$ cat config.mk
export PLATFORM = sky130hd
export DESIGN_NAME = if_fetch_unit
export DESIGN_NICKNAME = d
export VERILOG_FILES = /design/src/rtl/if_fetch_unit.sv
export SDC_FILE = /design/constraint.sdc
export NUM_CORES = 1
export LEC_CHECK = 0
export CAP_MARGIN = 20
export CORE_MARGIN = 3
export CORE_UTILIZATION = 43
export CTS_BUF_LIST = sky130_fd_sc_hd__clkbuf_8
export DETAILED_ROUTE_END_ITERATION = 6
export PLACE_DENSITY_LB_ADDON = 0.3
export SLEW_MARGIN = 20
export SYNTH_ARGS = -nofsm -noshare
export SYNTH_HDL_FRONTEND = slang
export SYNTH_SLANG_ARGS = --single-unit
$ cat constraint.sdc
create_clock -name clk -period 3.88 [get_ports clk]
set_input_delay 0.582 -clock clk [delete_from_list [all_inputs] [get_ports clk]]
set_output_delay 0.582 -clock clk [all_outputs]
set_load 0.05 [all_outputs]
$ cat src/rtl/if_fetch_unit.sv
// ---------------------------------------------------------------------------
// if_fetch_unit
// Instruction-fetch stage. Owns the program counter, issues req/ack reads to
// instruction memory and presents {inst, pc, pc+4, valid} to the IF/ID
// register. A one-entry skid buffer catches a word that arrives while the
// pipeline is stopped. Redirects from later stages take priority and flush
// whatever is in flight.
//
// Ports:
//   clk, rst_n           clock, asynchronous active-low reset
//   pipline_stop         downstream stall; registered outputs hold while 1
//   redirect_valid/_pc   change-of-flow request and target PC
//   imem_req/imem_addr   memory read request; address is the internal PC
//   imem_ack/imem_rdata  read completion and data
//   inst_o/pc_o/pc4_o    fetched instruction, its PC and PC+4
//   inst_valid_o         1 = real fetch, 0 = bubble
// ---------------------------------------------------------------------------
module if_fetch_unit #(
  parameter logic [31:0] RESET_PC    = 32'h0000_0000,
  parameter logic [31:0] BUBBLE_INST = 32'h0000_0013
) (
  input  logic        clk,
  input  logic        rst_n,
  input  logic        pipline_stop,
  input  logic        redirect_valid,
  input  logic [31:0] redirect_pc,
  output logic        imem_req,
  output logic [31:0] imem_addr,
  input  logic        imem_ack,
  input  logic [31:0] imem_rdata,
  output logic [31:0] inst_o,
  output logic [31:0] pc_o,
  output logic [31:0] pc4_o,
  output logic        inst_valid_o
);

  typedef enum logic [1:0] {
    ST_BOOT  = 2'd0,
    ST_FETCH = 2'd1,
    ST_HOLD  = 2'd2   // skid buffer full, no request outstanding
  } state_t;

  // Which source the output register loads from this cycle.
  typedef enum logic [1:0] {
    OUT_HOLD   = 2'd0,
    OUT_MEM    = 2'd1,
    OUT_SKID   = 2'd2,
    OUT_BUBBLE = 2'd3
  } out_sel_t;

  state_t      r_state;
  logic [31:0] r_pc;
  logic [31:0] r_skid_inst;
  logic [31:0] r_skid_pc;
  logic [31:0] r_skid_pc4;
  logic [31:0] r_inst;
  logic [31:0] r_pc_o;
  logic [31:0] r_pc4_o;
  logic        r_valid;

  state_t      w_state_next;
  logic [31:0] w_pc_next;
  logic [31:0] w_pc_plus4;
  logic        w_skid_load;
  out_sel_t    w_out_sel;

  // Modulo 2^32 wrap is intended.
  assign w_pc_plus4 = r_pc + 32'd4;

  assign imem_req     = (r_state == ST_FETCH);
  assign imem_addr    = r_pc;
  assign inst_o       = r_inst;
  assign pc_o         = r_pc_o;
  assign pc4_o        = r_pc4_o;
  assign inst_valid_o = r_valid;

  always_comb begin
    w_state_next = r_state;
    w_pc_next    = r_pc;
    w_skid_load  = 1'b0;
    w_out_sel    = OUT_HOLD;
    case (r_state)
      ST_BOOT: begin
        // Boot always lasts exactly one cycle; a redirect only retargets it.
        w_state_next = ST_FETCH;
        if (redirect_valid) w_pc_next = redirect_pc;
      end
      ST_FETCH: begin
        if (redirect_valid) begin
          // Any data acked this cycle belongs to the abandoned stream.
          w_pc_next = redirect_pc;
          if (!pipline_stop) w_out_sel = OUT_BUBBLE;
        end else if (imem_ack) begin
          w_pc_next = w_pc_plus4;
          if (pipline_stop) begin
            w_skid_load  = 1'b1;
            w_state_next = ST_HOLD;
          end else begin
            w_out_sel = OUT_MEM;
          end
        end else if (!pipline_stop) begin
          w_out_sel = OUT_BUBBLE;
        end
      end
      ST_HOLD: begin
        if (redirect_valid) begin
          // Dropping back to FETCH without loading the skid discards it.
          w_pc_next    = redirect_pc;
          w_state_next = ST_FETCH;
          if (!pipline_stop) w_out_sel = OUT_BUBBLE;
        end else if (!pipline_stop) begin
          w_out_sel    = OUT_SKID;
          w_state_next = ST_FETCH;
        end
      end
      default: begin
        w_state_next = ST_BOOT;
      end
    endcase
  end

  always_ff @(posedge clk or negedge rst_n) begin
    if (!rst_n) begin
      r_state     <= ST_BOOT;
      r_pc        <= RESET_PC;
      r_skid_inst <= 32'd0;
      r_skid_pc   <= 32'd0;
      r_skid_pc4  <= 32'd0;
    end else begin
      r_state <= w_state_next;
      r_pc    <= w_pc_next;
      if (w_skid_load) begin
        r_skid_inst <= imem_rdata;
        r_skid_pc   <= r_pc;
        r_skid_pc4  <= w_pc_plus4;
      end
    end
  end

  always_ff @(posedge clk or negedge rst_n) begin
    if (!rst_n) begin
      r_inst  <= 32'd0;
      r_pc_o  <= 32'd0;
      r_pc4_o <= 32'd0;
      r_valid <= 1'b0;
    end else begin
      case (w_out_sel)
        OUT_MEM: begin
          r_inst  <= imem_rdata;
          r_pc_o  <= r_pc;
          r_pc4_o <= w_pc_plus4;
          r_valid <= 1'b1;
        end
        OUT_SKID: begin
          r_inst  <= r_skid_inst;
          r_pc_o  <= r_skid_pc;
          r_pc4_o <= r_skid_pc4;
          r_valid <= 1'b1;
        end
        OUT_BUBBLE: begin
          // pc_o/pc4_o keep the last fetch's PC.
          r_inst  <= BUBBLE_INST;
          r_valid <= 1'b0;
        end
        default: ;
      endcase
    end
  end

endmodule

==> results.json <==
{
  "viasPerCell": 5.49,
  "grt_pass1_vias": 8160,
  "cts_tree": "done",
  "synth_cell_types": 56,
  "final_area_um2": 13500,
  "netlist_area_um2": 10500,
  "drive_gt1_frac": 0.125,
  "cts_setup_buffers": 0,
  "synth_fp_nets": 1108,
  "min_period_ns": 2.86,
  "finalPower_mw": 13.3,
  "finalSetupViolCount": 0,
  "fin_skew_ns": 0.0263,
  "final_cell_mix": "dfrtp_1 (223), clkdlybuf4s50_1 (197), nand2_1 (157), o21ai_0 (107), mux2_2 (67)",
  "avgSynthCellArea_um2": 10.2,
  "synth.ff_latch_count": 223,
  "drt_pass1_iterations": 6,
  "post_dp_cell_area_um2": 12700,
  "clk_path_buf_depth": 3,
  "routed_wl_um": 28600,
  "utilization": 0.569,
  "clockRootBuffer": "clkbuf_8",
  "antennaDiodeCount": 0,
  "status": "finished clean",
  "timing.fmax_ghz": 0.349,
  "layout_commonest_cell": "dfrtp_1",
  "synth-edff-count": 0,
  "r2r_end": "pc4_o[16]",
  "grtUsageTotal": 0.214,
  "worst_hold_slack_ns": 0.120,
  "clkSlewWorstSetupHoldPaths_ns": 0.06,
  "p_per_area_nw_per_um2": 988,
  "min_period_over_period": 0.737,
  "ys_seq_area_frac": 0.533,
  "clock_latency_ns": 0.54,
  "slew_viol_final": 0,
  "hold_class": "primary input to async pin",
  "vdd_drop_max_v": 0.000641,
  "syn_to_final_growth_pct": 28.8,
  "antenna_found_initial": 0,
  "worstMarginPinSlew_ns": 0.836,
  "rsz0062_at_grt": "no",
  "endpoint": "pc4_o[16]",
  "coreArea_um2": 23700,
  "fin_tns_setup_ns": 0,
  "die_h_um": 162,
  "r2r_slack_ns": 1.02,
  "routed-wl-met3_um": 2160,
  "p_leak_nw": 5.66,
  "clock-sinks": 223,
  "dp_hpwl_um": 19000,
  "arrival_ns": 3.25,
  "cp-start-kind": "flop",
  "required_ns": 4.27,
  "initialDrtViolationCount": 597,
  "finalNonFillerCells": 1540,
  "netlist_instances": 1031,
  "die_area_um2": 26200,
  "place_ws_ns": 0.789,
  "port_buffers": 198,
  "rows": 56,
  "crit_start": "imem_addr[2]",
  "drtAntennaViolNets": 0,
  "cts_resized": 0,
  "worstRegToRegCells": 6,
  "wl_met1_um": 12500,
  "crit_type": "flop to flop",
  "max-cap-violations": 0,
  "vias": 8456,
  "placed_cells": 1472,
  "r2r_start": "imem_addr[2]",
  "top_layer_used": "met4",
  "hold_viol": 0,
  "fin_ws_ns": 1.02,
  "grt_pass1_wl_um": 45200,
  "hold_buffers": 0,
  "endpoint_kind": "flop",
  "slew_headroom": 0.442,
  "synth.yosys.warnings": 0,
  "cts_made_buffers": 40,
  "drc": 0,
  "h-tree-depth": 2,
  "io_pins": 199,
  "grt_max_degree": 128,
  "dr_wl_met2_um": 13300,
  "start_util": 0.442,
  "overflow": 0,
  "path_max_fanout": 10,
  "gp_congestion": 0.863,
  "die_width_um": 162,
  "wl_per_cell_um": 18.6,
  "synthFlopType": "dfrtp_1",
  "layout.nets": 1272,
  "synthArstFlopShare": 1.00
}
## critical path: stages (launching register included)
cell and delay [ns]:
dfrtp_1 0.60, ha_1 0.36, nand4_1 0.25, nor4_1 0.59, nand2_1 0.31, nor4bb_1 0.21, or3_1 0.39
## Yosys cell counts (10+ instances only)
cell	n	area [um2]
dfrtp_1	223	5580
nand2_1	157	589
o21ai_0	107	536
clkbuf_1	69	259
mux2_2	67	754
a21oi_1	45	225
mux2i_1	35	350
nor2_1	32	120
a22oi_1	22	165
nand3_1	22	110
nor3_1	22	110
inv_1	17	63.8
nor4_1	13	81.3
o31ai_1	13	97.6
a2bb2oi_1	12	105
xor2_1	12	105
o22ai_1	11	68.8
nand2b_1	10	62.6
nor3b_1	10	75.1
## state kept, by name, indices dropped and copies added (netlist names)
| name | flops |
|---|---|
| r_state | 2 |
| inst_o | 32 |
| pc4_o | 30 |
| pc_o | 32 |
| r_skid_inst | 32 |
| r_skid_pc | 32 |
| r_skid_pc4 | 30 |
| imem_addr | 32 |
| inst_valid_o | 1 |
## report_power, final
part,leakage [nW],internal [mW],total [mW],switching (mW)
Combinational,2.50,2.43,6.71,4.28
Sequential,2.70,3.46,4.43,0.977
Clock,0.457,1.22,2.18,0.957
Total,5.66,7.11,13.3,6.21
## layer usage
metal  track usage  up-vias
met2         0.339      312
met1         0.293     4111
met4        0.0632        0
li1              -     3986
met3        0.0525       47
met5             0        -
## area by class of cell
cell class,count,area (um2)
Fill cell,2130,10200
Sequential cell,223,5580
Multi-Input combinational cell,698,4460
Timing Repair Buffer,215,2190
Clock buffer,50,688
Tap cell,319,399
Clock inverter,18,100
Inverter,17,63.8
## worst min path at each step
stage                  start            end  cells past startpoint
3_5_place_dp   r_skid_pc4[2]  r_skid_pc4[2]                      2
3_3_place_gp   r_skid_pc4[2]  r_skid_pc4[2]                      2
2_1_floorplan          rst_n   imem_addr[0]                      0
4_1_cts                rst_n  r_skid_pc[26]                      1
5_1_grt                rst_n     inst_o[27]                      1
6_report               rst_n     inst_o[27]                      1
## cells by family after synthesis
kind of cell             Yosys count  share of synthesized area
AND/OR/NAND/NOR                  309                      0.140
adder cells (fa/ha/maj)            8                    0.00957
XOR/XNOR                          21                     0.0176
multiplexers                     102                      0.106
flip-flops                       223                      0.533
buffers and inverters            110                     0.0434
AO/OA/AOI/OAI                    258                      0.151
Power figures use the tool's default switching activity.
==> variant: new RTL, config.mk and constraints unchanged <==
Re-encode `state_t` (3 states) as one-hot, 3 bits wide.
--- a/src/rtl/if_fetch_unit.sv
+++ b/src/rtl/if_fetch_unit.sv
@@ -36,6 +36,6 @@
 
-  typedef enum logic [1:0] {
-    ST_BOOT  = 2'd0,
-    ST_FETCH = 2'd1,
-    ST_HOLD  = 2'd2   // skid buffer full, no request outstanding
+  typedef enum logic [2:0] {
+    ST_BOOT  = 3'b001,
+    ST_FETCH = 3'b010,
+    ST_HOLD  = 3'b100   // skid buffer full, no request outstanding
   } state_t;
Check against the original RTL: no difference found for any inputs over 4 cycles, from zero or initial values and one cycle with rst_n low; so few cycles prove little.
==> variant against the unedited design <==
Non-clock buffer count rose by 1. Cell area fell by 0.21%. Critical endpoint is now imem_req. Utilization fell by 0.12 points. Largest power group unchanged. Sequential cell count rose by 1. Wire length rose by 4.1%. Combinational power fell by 4.6%. Worst setup slack got worse by 0.075 ns. Area after synthesis barely moved. Power fell by 2.8%.
==> variant: results (changes against the unedited design) <==
stage,metric,value,unit,change
clock_tree,Worst-Skew Late Latency,0.54,ns,about the same
layout,layout cells sized above 1,7.20,%,-5.3 points
worst_setup_path,Reg2Reg Setup Slack,1.05,ns,+0.03 ns
logic_synthesis,"top cells by area, synth","dfrtp_1 (53%), nand2_1 (12%), o21ai_0 (5.9%)",,
grt,wire length of the first global-routing pass,47.6,mm,+5.3%
logic_synthesis,Netlist cell types,58,,+3.6%
worst_setup_path,cell family with most CP delay,buffers and inverters,,
grt,largest net degree at the start of global routing,106,,-17%
routing,WL per Instance,17.8,µm,-3.9%
grt,Tot GR Track Use,22.4,%,+1.0 points
worst_setup_path,RR Startpoint,imem_addr[2]$_DFFE_PN0P_,,
run_status,status,completed,,
worst_setup_path,CP Max Fanout,11,,+1
logic_synthesis,"Net Count, Synth",1228,,+11%
logic_synthesis,asr flop ratio synth,100,%,unchanged
worst_setup_path,slowest CP cell,clkdlybuf4s50_1,,
layout,Fillers,2110,,-0.94%
routing,vias per inst,5.39,,-1.9%
clock_tree,TritonCTS Buffers,39,,-2.5%
place,post-DP HPWL,19.8,mm,+4.5%
place,GPL Wtd Cong,0.880,,+1.9%
logic_synthesis,top_reg_cell synth,dfrtp_1,,
layout,nets,1391,,+9.4%
logic_synthesis,synth cell count leaders,"nand2_1 (328), dfrtp_1 (223), o21ai_0 (123)",,
power,worst vdd ir,530,µV,-17%
place,Setup Slack @ Placement,0.594,ns,-0.195 ns
logic_synthesis,part of the Yosys area used for sequential elements,53.6,%,+0.29 points
worst_setup_path,Arrival @ worst endpoint,2.35,ns,-0.90 ns
routing,Initial DRC Count,769,,+29%
sta,Achievable Freq,341,MHz,-2.5%
power,Leak,6.01,nW,+6.1%
place,PortBufs,198,,unchanged
routing,Detailed Routing Iterations Pass 1,5,,-1
grt,initial antenna violation count,0,,unchanged
grt,vias in the first global route,8695,,+6.6%
sta,clock skew,0.0223,ns,-0.00403 ns
hold_path,type of the tightest min-delay check,primary input to async pin,,
worst_setup_path,worst r2r dst,imem_addr[28]$_DFFE_PN0P_,,
worst_setup_path,CP peak stage delay,0.86,ns,+0.26 ns
sta,relative slew slack,31.7,%,-13 points
-- variant: how the worst max path moves through the flow --
stage	start	end
2_1_floorplan	r_state[1]$_DFFE_PN0P_	pc_o[3]$_DFFE_PN0P_
3_3_place_gp	redirect_valid	inst_o[12]$_DFFE_PN0P_
3_5_place_dp	redirect_valid	pc4_o[28]$_DFFE_PN0P_
4_1_cts	r_state[2]$_DFFE_PN0P_	imem_req
5_1_grt	r_state[1]$_DFFE_PN0P_	pc4_o[28]$_DFFE_PN0P_
6_report	r_state[2]$_DFFE_PN0P_	imem_req
-- variant: per-layer routing --
| layer | GRT usage (%) | vias up | routed length [µm] |
|---|---|---|---|
| met3 | 4.67 | 46 | 1960 |
| met2 | 35.0 | 299 | 13800 |
| met1 | 31.4 | 4347 | 13300 |
| met4 | 7.56 | 0 | 751 |
| li1 | - | 4296 | - |
| met5 | 0 | - | 0 |
-- variant: area by class of cell --
cell class | instances | area (µm²) | area share (%)
Sequential cell | 224 | 5610 | 41.7
Multi-Input combinational cell | 822 | 4470 | 33.2
Timing Repair Buffer | 216 | 2150 | 16.0
Clock buffer | 48 | 661 | 4.91
Tap cell | 319 | 399 | 2.97
Clock inverter | 23 | 114 | 0.846
Inverter | 15 | 56.3 | 0.419
Antenna cell | 1 | 2.50 | 0.0186
-- variant: cells by family (layout without fill, tap and decap cells) --
group / count (synthesis) / count (layout) / share of synthesized area [%]
other: 0 / 1 / 0
AND/OR/NAND/NOR: 482 / 482 / 20.1
multiplexers: 41 / 41 / 3.96
flip-flops: 224 / 224 / 53.6
XOR/XNOR: 22 / 22 / 1.84
buffers and inverters: 109 / 302 / 4.22
adder cells (fa/ha/maj): 4 / 4 / 0.479
AO/OA/AOI/OAI: 273 / 273 / 15.8
-- variant: per-stage QoR --
step | area, µm² | hold WS (ns) | instances | util [%]
floorplan | 10500 | 0.286 | 1155 | -
global placement | 12700 | 0.443 | 1596 | 53.5
detailed placement | 12700 | 0.453 | 1596 | 53.5
CTS | 13400 | 0.127 | 1667 | 56.8
global route | 13500 | 0.160 | 1667 | 56.8
finish | 13500 | 0.118 | 1668 | 56.8
-- variant: power by group --
part | leakage, nW | switching [mW] | internal [mW] | total, mW
combinational | 2.78 | 4.22 | 2.18 | 6.40
clock | 0.455 | 0.988 | 1.13 | 2.12
sequential | 2.78 | 1.01 | 3.43 | 4.43
